--- config.mk ---
export PLATFORM = sky130hd
export DESIGN_NAME = hilo_muldiv_unit_flat
export DESIGN_NICKNAME = d
export VERILOG_FILES = /design/src/rtl/hilo_muldiv_unit_if.sv /design/src/rtl/hilo_muldiv_unit.sv /design/src/flat_wrapper.sv
export SDC_FILE = /design/constraint.sdc
export NUM_CORES = 1
export LEC_CHECK = 0
export ABC_AREA = 1
export CAP_MARGIN = 5
export CORE_UTILIZATION = 45
export CTS_CLUSTER_DIAMETER = 60
export DETAILED_ROUTE_END_ITERATION = 10
export DONT_BUFFER_PORTS = 1
export MAX_ROUTING_LAYER = met4
export SYNTH_ARGS = -nofsm -noshare
export SYNTH_HDL_FRONTEND = slang
export SYNTH_SLANG_ARGS = --single-unit
--- constraint.sdc ---
create_clock -name clk -period 7.3 [get_ports clk]
set_input_delay 2.19 -clock clk [delete_from_list [all_inputs] [get_ports clk]]
set_output_delay 2.19 -clock clk [all_outputs]
set_load 0.03 [all_outputs]
--- src/rtl/hilo_muldiv_unit_if.sv ---
// hilo_muldiv_unit_if: decoder <-> mul/div unit bundle.
// start/op/rs_data/rt_data launch, mthi/mtlo/mt_data move-to, busy/done/hi/lo back.
interface hilo_muldiv_unit_if #(
   parameter int WIDTH = 32
);
   logic             start;
   logic [1:0]       op;
   logic [WIDTH-1:0] rs_data;
   logic [WIDTH-1:0] rt_data;
   logic             mthi;
   logic             mtlo;
   logic [WIDTH-1:0] mt_data;
   logic             busy;
   logic             done;
   logic [WIDTH-1:0] hi;
   logic [WIDTH-1:0] lo;

   modport master (
      output start, op, rs_data, rt_data,
      output mthi, mtlo, mt_data,
      input  busy, done, hi, lo
   );

   modport slave (
      input  start, op, rs_data, rt_data,
      input  mthi, mtlo, mt_data,
      output busy, done, hi, lo
   );
endinterface

--- src/rtl/hilo_muldiv_unit.sv ---
// hilo_muldiv_unit: iterative radix-2 MULT/MULTU/DIV/DIVU engine owning HI/LO.
// Ports: clk, rst_n (sync, active-low), bus (slave modport of hilo_muldiv_unit_if).
// Option: HILO_FAST_MULT_EN gives single-cycle multiply; divide stays iterative.
module hilo_muldiv_unit #(
   parameter int WIDTH = 32
) (
   input logic               clk,
   input logic               rst_n,
   hilo_muldiv_unit_if.slave bus
);
   localparam int W = WIDTH;

   typedef enum logic {
      S_IDLE,
      S_RUN
   } state_t;

   state_t r_state;
   state_t w_next;

   logic [5:0]     r_cnt;
   logic           r_div;
   logic [W-1:0]   r_a;
   logic [W-1:0]   r_b;
   logic [W-1:0]   r_rs;
   logic [2*W-1:0] r_acc;
   logic           r_neg_q;
   logic           r_neg_r;
   logic           r_bzero;
   logic [W-1:0]   r_hi;
   logic [W-1:0]   r_lo;
   logic           r_done;

   logic w_cap;
   logic w_step;
   logic w_fin;
   logic w_mt;
   logic w_busy;
   logic w_last;
   logic w_fast;

   // Operand magnitudes; signedness is op[0]==0.
   logic           w_sgn;
   logic           w_rs_neg;
   logic           w_rt_neg;
   logic [W-1:0]   w_a_mag;
   logic [W-1:0]   w_b_mag;

   logic [W:0]     w_madd;
   logic [2*W-1:0] w_mul_nxt;
   logic [W:0]     w_dtop;
   logic [W:0]     w_dsub;
   logic           w_dok;
   logic [W-1:0]   w_drem;
   logic [2*W-1:0] w_div_nxt;
   logic [2*W-1:0] w_acc_nxt;

   logic [2*W-1:0] w_umag;
   logic [2*W-1:0] w_mres;
   logic [W-1:0]   w_q;
   logic [W-1:0]   w_r;
   logic [W-1:0]   w_hi_res;
   logic [W-1:0]   w_lo_res;

`ifdef HILO_FAST_MULT_EN
   logic [2*W-1:0] w_prod;
   assign w_prod = {{W{1'b0}}, r_a} * {{W{1'b0}}, r_b};
   assign w_fast = ~r_div;
   assign w_umag = w_fast ? w_prod : r_acc;
`else
   assign w_fast = 1'b0;
   assign w_umag = r_acc;
`endif

   assign w_last = (r_cnt == 6'(W)) | w_fast;

   always_comb begin
      w_next = r_state;
      w_cap  = 1'b0;
      w_step = 1'b0;
      w_fin  = 1'b0;
      w_mt   = 1'b0;
      w_busy = 1'b0;
      unique case (r_state)
         S_IDLE: begin
            if (bus.start) begin
               w_cap  = 1'b1;
               w_next = S_RUN;
            end else begin
               w_mt = 1'b1;
            end
         end
         S_RUN: begin
            w_busy = 1'b1;
            if (w_last) begin
               w_fin  = 1'b1;
               w_next = S_IDLE;
            end else begin
               w_step = 1'b1;
            end
         end
         default: w_next = S_IDLE;
      endcase
   end

   always_ff @(posedge clk) begin
      if (!rst_n) r_state <= S_IDLE;
      else        r_state <= w_next;
   end

   assign w_sgn    = ~bus.op[0];
   assign w_rs_neg = w_sgn & bus.rs_data[W-1];
   assign w_rt_neg = w_sgn & bus.rt_data[W-1];
   assign w_a_mag  = w_rs_neg ? -bus.rs_data : bus.rs_data;
   assign w_b_mag  = w_rt_neg ? -bus.rt_data : bus.rt_data;

   // Shift-add: low half holds the remaining multiplier bits.
   assign w_madd = {1'b0, r_acc[2*W-1:W]}
                 + (r_acc[0] ? {1'b0, r_a} : '0);
   assign w_mul_nxt = {w_madd, r_acc[W-1:1]};

   // Restoring divide: acc = {remainder, dividend/quotient}.
   assign w_dtop    = r_acc[2*W-1:W-1];
   assign w_dsub    = w_dtop - {1'b0, r_b};
   assign w_dok     = ~w_dsub[W];
   assign w_drem    = w_dok ? w_dsub[W-1:0] : w_dtop[W-1:0];
   assign w_div_nxt = {w_drem, r_acc[W-2:0], w_dok};

   assign w_acc_nxt = r_div ? w_div_nxt : w_mul_nxt;

   assign w_mres = r_neg_q ? -w_umag : w_umag;
   assign w_q = r_neg_q ? -r_acc[W-1:0] : r_acc[W-1:0];
   assign w_r = r_neg_r ? -r_acc[2*W-1:W] : r_acc[2*W-1:W];

   always_comb begin
      w_hi_res = w_mres[2*W-1:W];
      w_lo_res = w_mres[W-1:0];
      if (r_div) begin
         if (r_bzero) begin
            w_hi_res = r_rs;
            w_lo_res = {W{1'b1}};
         end else begin
            w_hi_res = w_r;
            w_lo_res = w_q;
         end
      end
   end

   always_ff @(posedge clk) begin
      if (!rst_n) begin
         r_cnt   <= '0;
         r_div   <= 1'b0;
         r_a     <= '0;
         r_b     <= '0;
         r_rs    <= '0;
         r_acc   <= '0;
         r_neg_q <= 1'b0;
         r_neg_r <= 1'b0;
         r_bzero <= 1'b0;
         r_hi    <= '0;
         r_lo    <= '0;
         r_done  <= 1'b0;
      end else begin
         r_done <= w_fin;
         if (w_cap) begin
            r_cnt   <= '0;
            r_div   <= bus.op[1];
            r_a     <= w_a_mag;
            r_b     <= w_b_mag;
            r_rs    <= bus.rs_data;
            r_acc   <= {{W{1'b0}},
                        bus.op[1] ? w_a_mag : w_b_mag};
            r_neg_q <= w_rs_neg ^ w_rt_neg;
            r_neg_r <= w_rs_neg;
            r_bzero <= (bus.rt_data == '0);
         end
         if (w_step) begin
            r_acc <= w_acc_nxt;
            r_cnt <= r_cnt + 6'd1;
         end
         if (w_fin) begin
            r_hi <= w_hi_res;
            r_lo <= w_lo_res;
         end
         if (w_mt) begin
            if (bus.mthi) r_hi <= bus.mt_data;
            if (bus.mtlo) r_lo <= bus.mt_data;
         end
      end
   end

   assign bus.busy = w_busy;
   assign bus.done = r_done;
   assign bus.hi   = r_hi;
   assign bus.lo   = r_lo;
endmodule

--- src/flat_wrapper.sv ---
// flat-port wrapper written by rule: the top's interface ports become plain ports
module hilo_muldiv_unit_flat 
#(
   parameter int WIDTH = 32
)
  (clk, rst_n, bus_start, bus_op, bus_rs_data, bus_rt_data, bus_mthi, bus_mtlo, bus_mt_data, bus_busy, bus_done, bus_hi, bus_lo);
  hilo_muldiv_unit_if #(.WIDTH(WIDTH)) bus_i ();
  input logic clk;
  input logic rst_n;
  input wire logic [$bits(bus_i.start)-1:0] bus_start;
  input wire logic [$bits(bus_i.op)-1:0] bus_op;
  input wire logic [$bits(bus_i.rs_data)-1:0] bus_rs_data;
  input wire logic [$bits(bus_i.rt_data)-1:0] bus_rt_data;
  input wire logic [$bits(bus_i.mthi)-1:0] bus_mthi;
  input wire logic [$bits(bus_i.mtlo)-1:0] bus_mtlo;
  input wire logic [$bits(bus_i.mt_data)-1:0] bus_mt_data;
  output wire logic [$bits(bus_i.busy)-1:0] bus_busy;
  output wire logic [$bits(bus_i.done)-1:0] bus_done;
  output wire logic [$bits(bus_i.hi)-1:0] bus_hi;
  output wire logic [$bits(bus_i.lo)-1:0] bus_lo;
  assign bus_i.start = bus_start;
  assign bus_i.op = bus_op;
  assign bus_i.rs_data = bus_rs_data;
  assign bus_i.rt_data = bus_rt_data;
  assign bus_i.mthi = bus_mthi;
  assign bus_i.mtlo = bus_mtlo;
  assign bus_i.mt_data = bus_mt_data;
  assign bus_busy = bus_i.busy;
  assign bus_done = bus_i.done;
  assign bus_hi = bus_i.hi;
  assign bus_lo = bus_i.lo;
  hilo_muldiv_unit #(.WIDTH(WIDTH)) u_core (.clk(clk), .rst_n(rst_n), .bus(bus_i));
endmodule
Yosys cells after proc, flatten, opt, wreduce, memory -nomap -nowiden
Index checks and enable logic that the tools add are counted.
{ "classes": {"addsub": 8, "multipliers": 0, "n_div": 0, "order_cmp": 0, "n_eq_ne": 1, "shifts": 0, "muxes": 33, "n_bitwise": 6, "reduce_logical": 2} }
{ "ops": {"columns": ["op", "n"], "rows": [
  ["$mux 32", 17],
  ["$mux 64", 4],
  ["$neg 32->32", 4],
  ["$neg 64->64", 1],
  ["$add 32x33->33", 1],
  ["$sub 33x32->33", 1],
  ["$logic_not 32->1", 1],
  ["$mux 6", 2],
  ["$mux 1", 9],
  ["$add 6x1->6 const B", 1],
  ["$eq 6x6->1 const B", 1],
  ["$not 1->1", 3],
  ["$and 1x1->1", 2],
  ["$pmux 1 s2", 1],
  ["$reduce_bool 2->1", 1],
  ["$xor 1x1->1", 1]
]} }
{ "totals": {"register_bits": 236, "latchBits": 0, "ramBits": 0, "rom_bits": 0, "in_bits": 103, "out_inout_bits": 66, "n_memories": 0} }

Logic depth before layout (Yosys ltp)
{ "depth": {"word_depth": 7, "mapped_depth": 20, "mapped_depth_nobuf": 19} }

Least setup slack after synthesis
No wires, ideal clock.
{ "synth_timing": {"path_type": "in2reg", "from": "in bus_rt_data[0]", "to": "reg u_core.r_acc[26]", "setup_time_ns": 0.109, "arrival_ns": 3.513, "required_time_ns": 7.191, "setup_slack_ns": 3.677, "stages": 15, "path_cell_list": "inv_1 > ha_1 > nand3_1 > nor2_1 > nand3_1 > nand2_1 > nand2_1 > inv_1 > nand2_1 > nand2_1 > nand3_1 > nand3_1 > nand3_1 > nand2_1 > inv_1"} }
{ "synth_between": {"elab_chain_cells": 5} }
{ "synth_rtl": {"columns": ["element", "line", "rtl"], "rows": [
  ["from (decl)", "flat_wrapper.sv:13", "input wire logic [$bits(bus_i.rt_data)-1:0] bus_rt_data;"],
  ["$neg 32->32", "hilo_muldiv_unit.sv:115", "assign w_b_mag = w_rt_neg ? -bus.rt_data : bus.rt_data;"],
  ["$mux 32", "hilo_muldiv_unit.sv:115", null],
  ["$mux 32", "hilo_muldiv_unit.sv:172", "bus.op[1] ? w_a_mag : w_b_mag};"],
  ["$mux 64", "hilo_muldiv_unit.sv:165", "if (w_cap) begin"],
  ["$mux 64", "hilo_muldiv_unit.sv:177", "if (w_step) begin"],
  ["to (signal assigned)", "hilo_muldiv_unit.sv:171", "r_acc <= {{W{1'b0}},"],
  ["to (signal assigned)", "hilo_muldiv_unit.sv:178", "r_acc <= w_acc_nxt;"],
  ["to (decl)", "hilo_muldiv_unit.sv:26", "logic [2*W-1:0] r_acc;"]
]} }
Every way passes these cells. The select of a mux whose other input is x is not followed.
A chain may end at the register's enable or synchronous reset.

Worst setup path after layout
{ "layout_timing": {"from": "reg u_core.r_acc[0]", "to": "reg u_core.r_acc[61]"} }
{ "layout_between": {"elab_chain_cells": 4} }
{ "layout_rtl": {"columns": ["element", "line", "rtl"], "rows": [
  ["$mux 32", "hilo_muldiv_unit.sv:119", "+ (r_acc[0] ? {1'b0, r_a} : '0);"],
  ["$add 32x33->33", "hilo_muldiv_unit.sv:119", null],
  ["$mux 64", "hilo_muldiv_unit.sv:129", "assign w_acc_nxt = r_div ? w_div_nxt : w_mul_nxt;"],
  ["$mux 64", "hilo_muldiv_unit.sv:177", null]
]} }
Every way passes these cells.

==> results.py <==
metrics = {
    "setup_path": {
        "cp-end-kind": "flop",
        "start_kind": "flop",
        "cp.required_ns": 7.74,
        "worstSetupPathType": "reg -> reg",
        "critPathMaxFanout": 27,
        "slowest_stage": "dfxtp_1",
        "cp.arrival_ns": 4.32,
        "crit_chain": "buf_4 > nand2_1 > inv_1 > ha_1 > inv_1 > fa_1 > inv_1 > nand2_1 > o21ai_2 > a21boi_0 > o21ai_1 > nand4_1 > nand3_1 > nand3_1 > nand3_1 > nand2_1",
        "slowest_delay_ns": 0.73,
    },
    "finish": {
        "final_nets": 3537,
        "layout_common_cells": "nand2_1, inv_1, a21oi_1",
        "drive_gt1_frac": 0.05464,
        "final_common_cell": "nand2_1",
        "area_delta_synth_final_pct": 7.035,
        "fin_cells": 3978,
        "fillCellCount": 4758,
        "diodes": 0,
        "utilization": 0.4901,
    },
    "power": {
        "switching_share": 0.4020,
        "totalPowerFinal_mw": 4.847,
        "power_frac_seq": 0.324,
        "pwr-share-clk": 0.364,
        "vdd_drop_max_uv": 208.8,
        "p_per_area_nw_per_um2": 223.2,
        "intPower_mw": 2.899,
        "combPwrFrac": 0.312,
        "p_leak_nw": 10.58,
        "power_switching_mw": 1.948,
    },
    "logic_synthesis": {
        "yosys_register_bits": 235,
        "yosysTopAreaCell": "dfxtp_1",
        "yosys_warnings": 0,
        "synth_edf_count": 0,
        "ys_types": 59,
        "syn_area_um2": 20290,
        "synth-async-reset-ratio": 0,
        "synth.area.top_cells": "dfxtp_1, nand2_1, a21oi_1, inv_1, o21ai_0",
        "synth_fp_nets": 3636,
        "syn_area_per_cell_um2": 5.863,
        "ys.flop_type": "dfxtp_1",
        "synth-seq-area-share": 0.2318,
        "netlist.area_leader.share": 0.2318,
        "syn_inst": 3461,
    },
    "run_status": {
        "status": "complete, no violations",
    },
    "placed_design": {
        "preCtsSetupSlack_ns": 3.046,
        "hpwl_um": 71490,
        "dp.cells": 3916,
        "routabilityCongestion": 1.078,
        "port_buffers": 0,
    },
    "global_route": {
        "grt.busiest_layer": "met2",
        "grtUsageMet1": 0.5543,
        "overflow": 0,
        "antenna_found_initial": 2,
        "grtUsageMet3": 0.07518,
        "met2_usage": 0.5660,
        "grt_use_total": 0.3981,
        "grt_pass1_wl_um": 134900,
        "grt_max_degree": 124,
        "grt_pass1_vias": 21245,
    },
    "timing": {
        "skew_ns": 0.01670,
        "tns_ns": 0,
        "setup_slack_ns": 3.422,
        "fin_crit_sh": 0.5312,
        "hold_violations": 0,
        "fin_crit_ns": 3.878,
        "relSlewSlack": 0.3020,
        "slew_violations": 0,
        "grt_setup_unrepaired": "false",
        "fmax_mhz": 257.9,
        "setup_viol": 0,
        "worst_slew_pin_slew_ns": 1.046,
    },
    "detailed_routing": {
        "dr_total_vias": 23666,
        "drc": 0,
        "viasPerCell": 5.949,
        "routedWlPerCell_um": 22.97,
        "wl_um": 91380,
        "drt-pass1-iter-count": 6,
        "drtIter0Drc": 2928,
        "drtAntennaViolNets": 0,
    },
    "clocking": {
        "cts_inserted_buffers": 36,
        "worst_skew_pair.late_latency_ns": 0.56,
        "cts_tree": "done",
        "cts_root_buf": "clkbuf_16",
        "post_cts_buffers": 0,
        "clk_path_buf_depth": 3,
        "postCtsHoldBufs": 0,
        "cts-htree-levels": 2,
        "post_cts_resized": 0,
        "clk_pin_slew_ns": 0.06,
        "clkSinkCount": 235,
    },
    "die": {
        "start_util": 0.4579,
        "dieArea_um2": 45950,
        "io_pins": 169,
        "rows": 77,
        "core_um2": 44320,
        "die_h_um": 214.4,
        "die_width_um": 214.4,
    },
    "run": {
        "drv_cap": 0,
    },
    "worst_hold_path": {
        "hold_path_class": "reg -> reg",
    },
}
## power by group through the flow
stage	combinational (mW)	clock [mW]	sequential (mW)
floorplan	1.08	0	1.52
global placement	1.46	0	1.59
detailed placement	1.47	0	1.59
CTS	1.47	1.77	1.56
global route	1.65	1.83	1.57
finish	1.51	1.77	1.57
## per-layer routing
layer / vias to the layer above / share of wire
li1: 11136 / -
met5: - / 0
met2: 1328 / 0.41
met1: 11021 / 0.44
met3: 181 / 0.11
met4: 0 / 0.040
## layout make-up
cell class	count	area, µm²	area share
clock inverters	11	158.9	0.007316
well taps	592	740.7	0.03410
flip-flops and latches	235	4707	0.2167
multi-input cells	2623	13250	0.6100
inverters	448	1682	0.07742
repair buffers	18	135.1	0.006221
clock buffers	51	1047	0.04821
## cell usage after synthesis (all sizes together), types with 2 or more instances
cell / n
xnor2: 14
nand3: 292
nand2: 903
nand3b: 11
a32oi: 4
a21o: 6
xor2: 70
dfxtp: 235
nor3: 28
nor4: 8
a21boi: 3
clkinv: 2
a211oi: 6
o22ai: 2
nand4: 47
a31oi: 13
o21ai: 349
buf: 49
fa: 2
o32ai: 4
o21bai: 10
o21a: 7
inv: 446
clkbuf: 106
o31ai: 4
ha: 70
or2: 9
a221oi: 4
o211ai: 44
nor2: 352
a21oi: 353
## kinds of logic after synthesis
kind of cell | count (synthesis) | share of synthesized area
simple gates | 1652 | 0.3477
fa+ha+maj | 72 | 0.04513
buf+inv | 603 | 0.1161
flops | 235 | 0.2318
compound gates | 815 | 0.2230
xor+xnor | 84 | 0.03625
## flip-flops by register name, summed over array words and instances, names as in the netlist, 6 cells and up
name,cells
u_core.r_acc,64
u_core.r_b,32
u_core.r_a,31
u_core.bus.lo,32
u_core.r_cnt,6
u_core.r_rs,32
u_core.bus.hi,32
## final timing paths
check | from | end | slack (ns) | depth (start not counted)
min | u_core.r_rs[18] | u_core.r_rs[18] | 0.46 | 2
min reg2reg | u_core.r_rs[18] | u_core.r_rs[18] | 0.46 | 2
max reg2reg | u_core.r_acc[0] | u_core.r_acc[61] | 3.42 | 16
max | u_core.r_acc[0] | u_core.r_acc[61] | 3.42 | 16
## per-stage QoR
| stage | hold WS [ns] | cell area (µm²) |
|---|---|---|
| floorplan | 0.4242 | 20290 |
| global placement | 0.4419 | 20510 |
| detailed placement | 0.4467 | 20510 |
| CTS | 0.4547 | 21720 |
| global route | 0.4804 | 21720 |
| finish | 0.4577 | 21720 |
## critical path, delay by kind of cell (launching register included)
kind,cells,cell delay [ns]
DFF,1,0.73
and+or+nand+nor,7,0.80
AOI/OAI and AO/OA,3,1.04
adders and majority gates,2,0.54
buffers and inverters,4,0.63
Power figures use the tool's default switching activity.
